--- config.mk ---
export PLATFORM = sky130hd
export DESIGN_NAME = matrix_result_reader
export DESIGN_NICKNAME = d
export VERILOG_FILES = /design/src/rtl/matrix_result_reader.sv
export SDC_FILE = /design/constraint.sdc
export NUM_CORES = 1
export LEC_CHECK = 0
export CAP_MARGIN = 20
export CORE_MARGIN = 8
export CORE_UTILIZATION = 30
export CTS_CLUSTER_SIZE = 40
export DETAILED_ROUTE_END_ITERATION = 10
export HOLD_SLACK_MARGIN = 0.15
export SYNTH_ARGS = -nofsm -noshare
export SYNTH_HDL_FRONTEND = slang
export SYNTH_SLANG_ARGS = --single-unit
--- constraint.sdc ---
create_clock -name clk -period 7.2 [get_ports clk]
set_input_delay 1.44 -clock clk [delete_from_list [all_inputs] [get_ports clk]]
set_output_delay 1.44 -clock clk [all_outputs]
set_load 0.01 [all_outputs]
--- src/rtl/matrix_result_reader.sv ---
// matrix_result_reader: tags multiplier products with their row/column
// position and buffers them in an 8-deep FIFO for the reading side.
// Optional per-row product sum is built when MATRIX_RESULT_ROW_SUM_EN is
// defined; otherwise row_sum/row_sum_valid are tied to 0.
module matrix_result_reader (
    input  logic        clk,
    input  logic        rst_n,
    input  logic        p_valid,
    input  logic [15:0] p_data,
    input  logic        row_done,
    input  logic        rd_en,
    input  logic        clr,
    output logic [31:0] rd_data,
    output logic        rd_valid,
    output logic        empty,
    output logic        full,
    output logic        overflow,
    output logic [3:0]  count,
    output logic [7:0]  rows_done,
    output logic [23:0] row_sum,
    output logic        row_sum_valid
);

    localparam int unsigned DEPTH = 8;
    localparam int unsigned AW    = 3;
    localparam int unsigned CW    = 4;
    localparam int unsigned DW    = 16;
    localparam int unsigned IW    = 8;
    localparam int unsigned EW    = 32;

    // Storage and FIFO bookkeeping
    logic [EW-1:0] r_mem [DEPTH];
    logic [AW-1:0] r_wr_ptr;
    logic [AW-1:0] r_rd_ptr;
    logic [CW-1:0] r_count;
    logic          r_empty;
    logic          r_full;

    // Read port registers
    logic [EW-1:0] r_rd_data;
    logic          r_rd_valid;

    // Position tracking and status
    logic          r_overflow;
    logic [IW-1:0] r_row_idx;
    logic [IW-1:0] r_col_idx;
    logic [IW-1:0] r_rows_done;

    // Per-cycle handshake decisions
    logic          w_pop;
    logic          w_push;
    logic          w_drop;
    logic [CW-1:0] w_count_next;
    logic [EW-1:0] w_entry;

    // Decide pop/push/drop; a pop frees the slot a full-FIFO push needs
    always_comb begin
        w_pop   = rd_en && !r_empty;
        w_push  = p_valid && (!r_full || w_pop);
        w_drop  = p_valid && !w_push;
        w_entry = {r_row_idx, r_col_idx, p_data[DW-1:0]};
    end

    // Occupancy after this cycle's push/pop
    always_comb begin
        w_count_next = r_count;
        if (w_push && !w_pop) begin
            w_count_next = r_count + CW'(1);
        end else if (!w_push && w_pop) begin
            w_count_next = r_count - CW'(1);
        end
    end

    // Entry storage; contents are don't-care while the FIFO is empty
    always_ff @(posedge clk) begin
        if (rst_n && w_push) begin
            r_mem[r_wr_ptr] <= w_entry;
        end
    end

    // Pointers, occupancy flags and registered read port
    always_ff @(posedge clk) begin
        if (!rst_n) begin
            r_wr_ptr   <= '0;
            r_rd_ptr   <= '0;
            r_count    <= '0;
            r_empty    <= 1'b1;
            r_full     <= 1'b0;
            r_rd_data  <= '0;
            r_rd_valid <= 1'b0;
        end else begin
            if (w_push) begin
                r_wr_ptr <= r_wr_ptr + AW'(1);
            end
            if (w_pop) begin
                r_rd_ptr  <= r_rd_ptr + AW'(1);
                r_rd_data <= r_mem[r_rd_ptr];
            end
            r_rd_valid <= w_pop;
            r_count    <= w_count_next;
            r_empty    <= (w_count_next == CW'(0));
            r_full     <= (w_count_next == CW'(DEPTH));
        end
    end

    // Row/column indices, completed-row count and sticky overflow
    always_ff @(posedge clk) begin
        if (!rst_n) begin
            r_row_idx   <= '0;
            r_col_idx   <= '0;
            r_rows_done <= '0;
            r_overflow  <= 1'b0;
        end else if (clr) begin
            r_row_idx   <= '0;
            r_col_idx   <= '0;
            r_rows_done <= '0;
            r_overflow  <= 1'b0;
        end else begin
            if (w_drop) begin
                r_overflow <= 1'b1;
            end
            if (row_done) begin
                r_col_idx   <= '0;
                r_row_idx   <= r_row_idx + IW'(1);
                r_rows_done <= r_rows_done + IW'(1);
            end else if (p_valid) begin
                r_col_idx <= r_col_idx + IW'(1);
            end
        end
    end

    assign rd_data   = r_rd_data;
    assign rd_valid  = r_rd_valid;
    assign empty     = r_empty;
    assign full      = r_full;
    assign overflow  = r_overflow;
    assign count     = r_count;
    assign rows_done = r_rows_done;

`ifdef MATRIX_RESULT_ROW_SUM_EN
    localparam int unsigned SW = 24;

    logic [SW-1:0] r_acc;
    logic [SW-1:0] r_row_sum;
    logic          r_row_sum_valid;
    logic [SW-1:0] w_acc_next;

    // Running row total including this cycle's product (dropped or not)
    always_comb begin
        w_acc_next = r_acc + (p_valid ? SW'(p_data) : SW'(0));
    end

    // Close the row on row_done: publish the total and restart from 0
    always_ff @(posedge clk) begin
        if (!rst_n) begin
            r_acc           <= '0;
            r_row_sum       <= '0;
            r_row_sum_valid <= 1'b0;
        end else if (clr) begin
            r_acc           <= '0;
            r_row_sum_valid <= 1'b0;
        end else if (row_done) begin
            r_acc           <= '0;
            r_row_sum       <= w_acc_next;
            r_row_sum_valid <= 1'b1;
        end else begin
            r_acc           <= w_acc_next;
            r_row_sum_valid <= 1'b0;
        end
    end

    assign row_sum       = r_row_sum;
    assign row_sum_valid = r_row_sum_valid;
`else
    assign row_sum       = '0;
    assign row_sum_valid = 1'b0;
`endif

endmodule

==> flow_metrics.py <==
metrics = {
    "placement": {
        "gp_congestion": 0.691,
        "hpwlAfterDp_mm": 13.4,
        "post-place-ws_ns": 2.53,
        "portBuffers": 69,
    },
    "timing": {
        "finalSetupTns_ns": 0,
        "setup_viol": 0,
        "slew_headroom": 0.297,
        "fmax_mhz": 246,
        "min_period_ns": 4.06,
        "rsz0062_at_grt": "false",
        "worstMarginPinSlew_ns": 1.05,
        "fin_skew_ns": 0.0174,
        "slew_viol_final": 0,
        "fin_ws_ns": 3.14,
        "min_period_over_period": 0.564,
        "hold_viol": 0,
    },
    "floorplanning": {
        "core_area_mm2": 0.0410,
        "die_area_mm2": 0.0484,
        "die_w_um": 220,
        "die_height_um": 220,
        "rows": 74,
        "io_pins": 95,
        "start_util": 0.305,
    },
    "critical_path": {
        "cp.arrival_ns": 4.19,
        "required_ns": 7.32,
        "setup.worst_path.end_class": "flip-flop",
        "crit_chain": "clkdlybuf4s50_1 -> a21boi_1 -> nand3b_1 -> nor2_4",
        "start_kind": "input pin",
        "crit_path_max_fanout": 32,
        "crit_path_top_delay_cell": "nor2_4",
        "cp_slowest_stage_delay_ns": 0.93,
        "crit_type": "input pin to flip-flop",
    },
    "global_route": {
        "antenna_found_initial": 0,
        "grt_pass1_wl_mm": 37.1,
        "overflow": 0,
        "grt_usage": 0.0992,
        "grt_max_degree": 75,
        "grt_pass1_vias": 6288,
    },
    "power_and_ir_drop": {
        "intPower_uw": 3200,
        "p_clk_frac": 0.402,
        "p_sw_uw": 923,
        "p_per_area_mw_per_mm2": 279,
        "irDropWorstVdd_uv": 121,
        "seqPwrFrac": 0.514,
        "swShare": 0.224,
        "p_leak_uw": 0.00457,
        "power.share.combinational": 0.084,
    },
    "yosys": {
        "post-synth-top-count-cell": "edfxtp_1",
        "synth_cells": 700,
        "synthFlopType": "edfxtp_1",
        "synth_area_per_cell_um2": 17.9,
        "synth_seq_area_share": 0.727,
        "synth_top_area_cell": "edfxtp_1",
        "netlist_area_mm2": 0.0125,
        "ys_ff_latch": 326,
        "synth_area_leaders": "edfxtp_1 62%, mux4_2 12%, dfxtp_1 11%, mux2i_1 2.9%, a21oi_1 1.6%",
        "yosys.area.top_type_share": 0.615,
        "ys_async_sr_fraction": 0,
        "synth_cell_types": 39,
        "synth_edf_count": 256,
        "yosysWarnings": 0,
        "yosys-top-cells-count": "256 x edfxtp_1, 70 x dfxtp_1, 64 x mux4_2, 41 x a21oi_1, 41 x o21ai_0",
    },
    "clock_network": {
        "cts_max_level": 2,
        "cts_sinks": 326,
        "hold_buffers": 0,
        "cts_root_buf": "clkbuf_16",
        "cts-resized-gates": 0,
        "clk_pin_slew_worst_paths_ns": 0.06,
        "clk_latency_ns": 0.51,
        "cts_tree": "built",
        "clockBufferDepth": 3,
        "numCtsBuffers": 34,
        "post-cts-setup-buffer-count": 0,
    },
    "flow_run": {
        "cap_violations": 0,
    },
    "routing": {
        "drc_errors": 0,
        "wl_mm": 23.9,
        "vias": 6176,
        "initialDrtViolationCount": 306,
        "vias_per_cell": 4.63,
        "wl_per_cell_um": 17.9,
        "dr.pass1.iters": 5,
        "ant_nets": 0,
    },
    "outcome": {
        "status": "finished, final reports clean",
    },
    "finish": {
        "diodes": 0,
        "final_net_count": 806,
        "drive_gt1_frac": 0.186,
        "areaGrowthSynthToFinish_pct": 18.4,
        "fillers": 3804,
    },
    "min_path": {
        "hp-class": "flip-flop to flip-flop",
    },
}
## layer usage
layer  GRT usage  part of all wire  vias up
li1            -                 -     2845
met2       0.157              0.47      138
met5           0                 0        -
met3      0.0239             0.059       36
met4      0.0273             0.016        0
met1       0.135              0.46     3157
## power groups by stage
| stage | Sequential, uW | Combinational [uW] | Clock [uW] |
|---|---|---|---|
| finish | 2120 | 347 | 1660 |
| detailed placement | 2160 | 355 | 0 |
| global placement | 2160 | 352 | 0 |
| CTS | 2120 | 357 | 1710 |
| floorplan | 2150 | 240 | 0 |
| global route | 2130 | 381 | 1780 |
## flip-flops by register name, indices dropped and copies added, names as in the netlist
| signal | flops |
|---|---|
| empty | 1 |
| r_row_idx | 8 |
| full | 1 |
| overflow | 1 |
| rd_valid | 1 |
| r_mem | 256 |
| rd_data | 32 |
| r_rd_ptr | 3 |
| r_wr_ptr | 3 |
| rows_done | 8 |
| r_col_idx | 8 |
| count | 4 |
## cell usage in the layout (no fill, tap or decap), types with 3 or more instances in the layout
master           netlist  routed
a21oi_1               41      41
nor2_1                36      30
mux4_2                64      64
edfxtp_1             256     256
o21ai_0               41      41
xor2_1                14      14
nand2_1               16      16
inv_6                  0       3
buf_4                 27       8
clkbuf_1              16       7
or3_1                  6       6
clkbuf_8               0       3
clkdlybuf4s50_1        0      68
conb_1                 1      25
nand3_1                3       3
and3_1                 3       3
dfxtp_1               70      67
clkinv_2               0       9
clkbuf_16              0      34
ha_1                   7       7
nand2b_1               4       4
nand4_1                9       9
xnor2_1                7       7
mux2i_1               36      36
nor2_4                 0       6
## through the flow
step	utilization	instance area [um2]	total power [uW]	hold slack (ns)	instances
after global placement	0.333	13700	2510	0.456	1270
after detailed placement	0.333	13700	2520	0.457	1270
after CTS	0.359	14700	4190	0.466	1332
after floorplan	-	12600	2390	0.492	724
final	0.361	14800	4120	0.460	1335
after global routing	0.361	14800	4290	0.486	1335
## critical path: cells and delay by family
kind,cells,cell delay [ns]
AND/OR/NAND/NOR,2,1.30
buffers and inverters,1,0.92
AO/OA/AOI/OAI,1,0.50
## logic make-up (layout without fill, tap and decap cells)
family          count (synthesis)  in the layout  synth area share
xor+xnor                       21             21            0.0147
fa+ha+maj                       7              7           0.00701
simple gates                   90             90            0.0363
compound gates                 89             89            0.0378
other cells                     1             25          0.000300
mux                           100            100             0.144
buf+inv                        66            145            0.0323
flops                         326            326             0.727
## path summary, 6_finish.rpt
check	from	to	depth (start not counted)	slack (ns)
worst max-delay path	p_valid	r_mem[2][1]$_DFFE_PP_	4	3.14
worst max register to register	empty$_SDFF_PN1_	r_mem[2][1]$_DFFE_PP_	4	4.39
worst min register to register	r_rd_ptr[1]$_SDFFE_PN0P_	r_rd_ptr[1]$_SDFFE_PN0P_	2	0.46
worst min-delay path	r_rd_ptr[1]$_SDFFE_PN0P_	r_rd_ptr[1]$_SDFFE_PN0P_	2	0.46
## layout make-up
cell class | instances | area [um2] | share of cell area
multi-input cells | 332 | 3150 | 0.213
flip-flops and latches | 326 | 9090 | 0.615
repair buffers | 80 | 813 | 0.0550
clock buffers | 44 | 918 | 0.0621
clock inverters | 18 | 141 | 0.00955
well taps | 532 | 666 | 0.0450
inverters | 3 | 11.3 | 0.000761
Note: power is estimated with default switching activity, not from simulation.
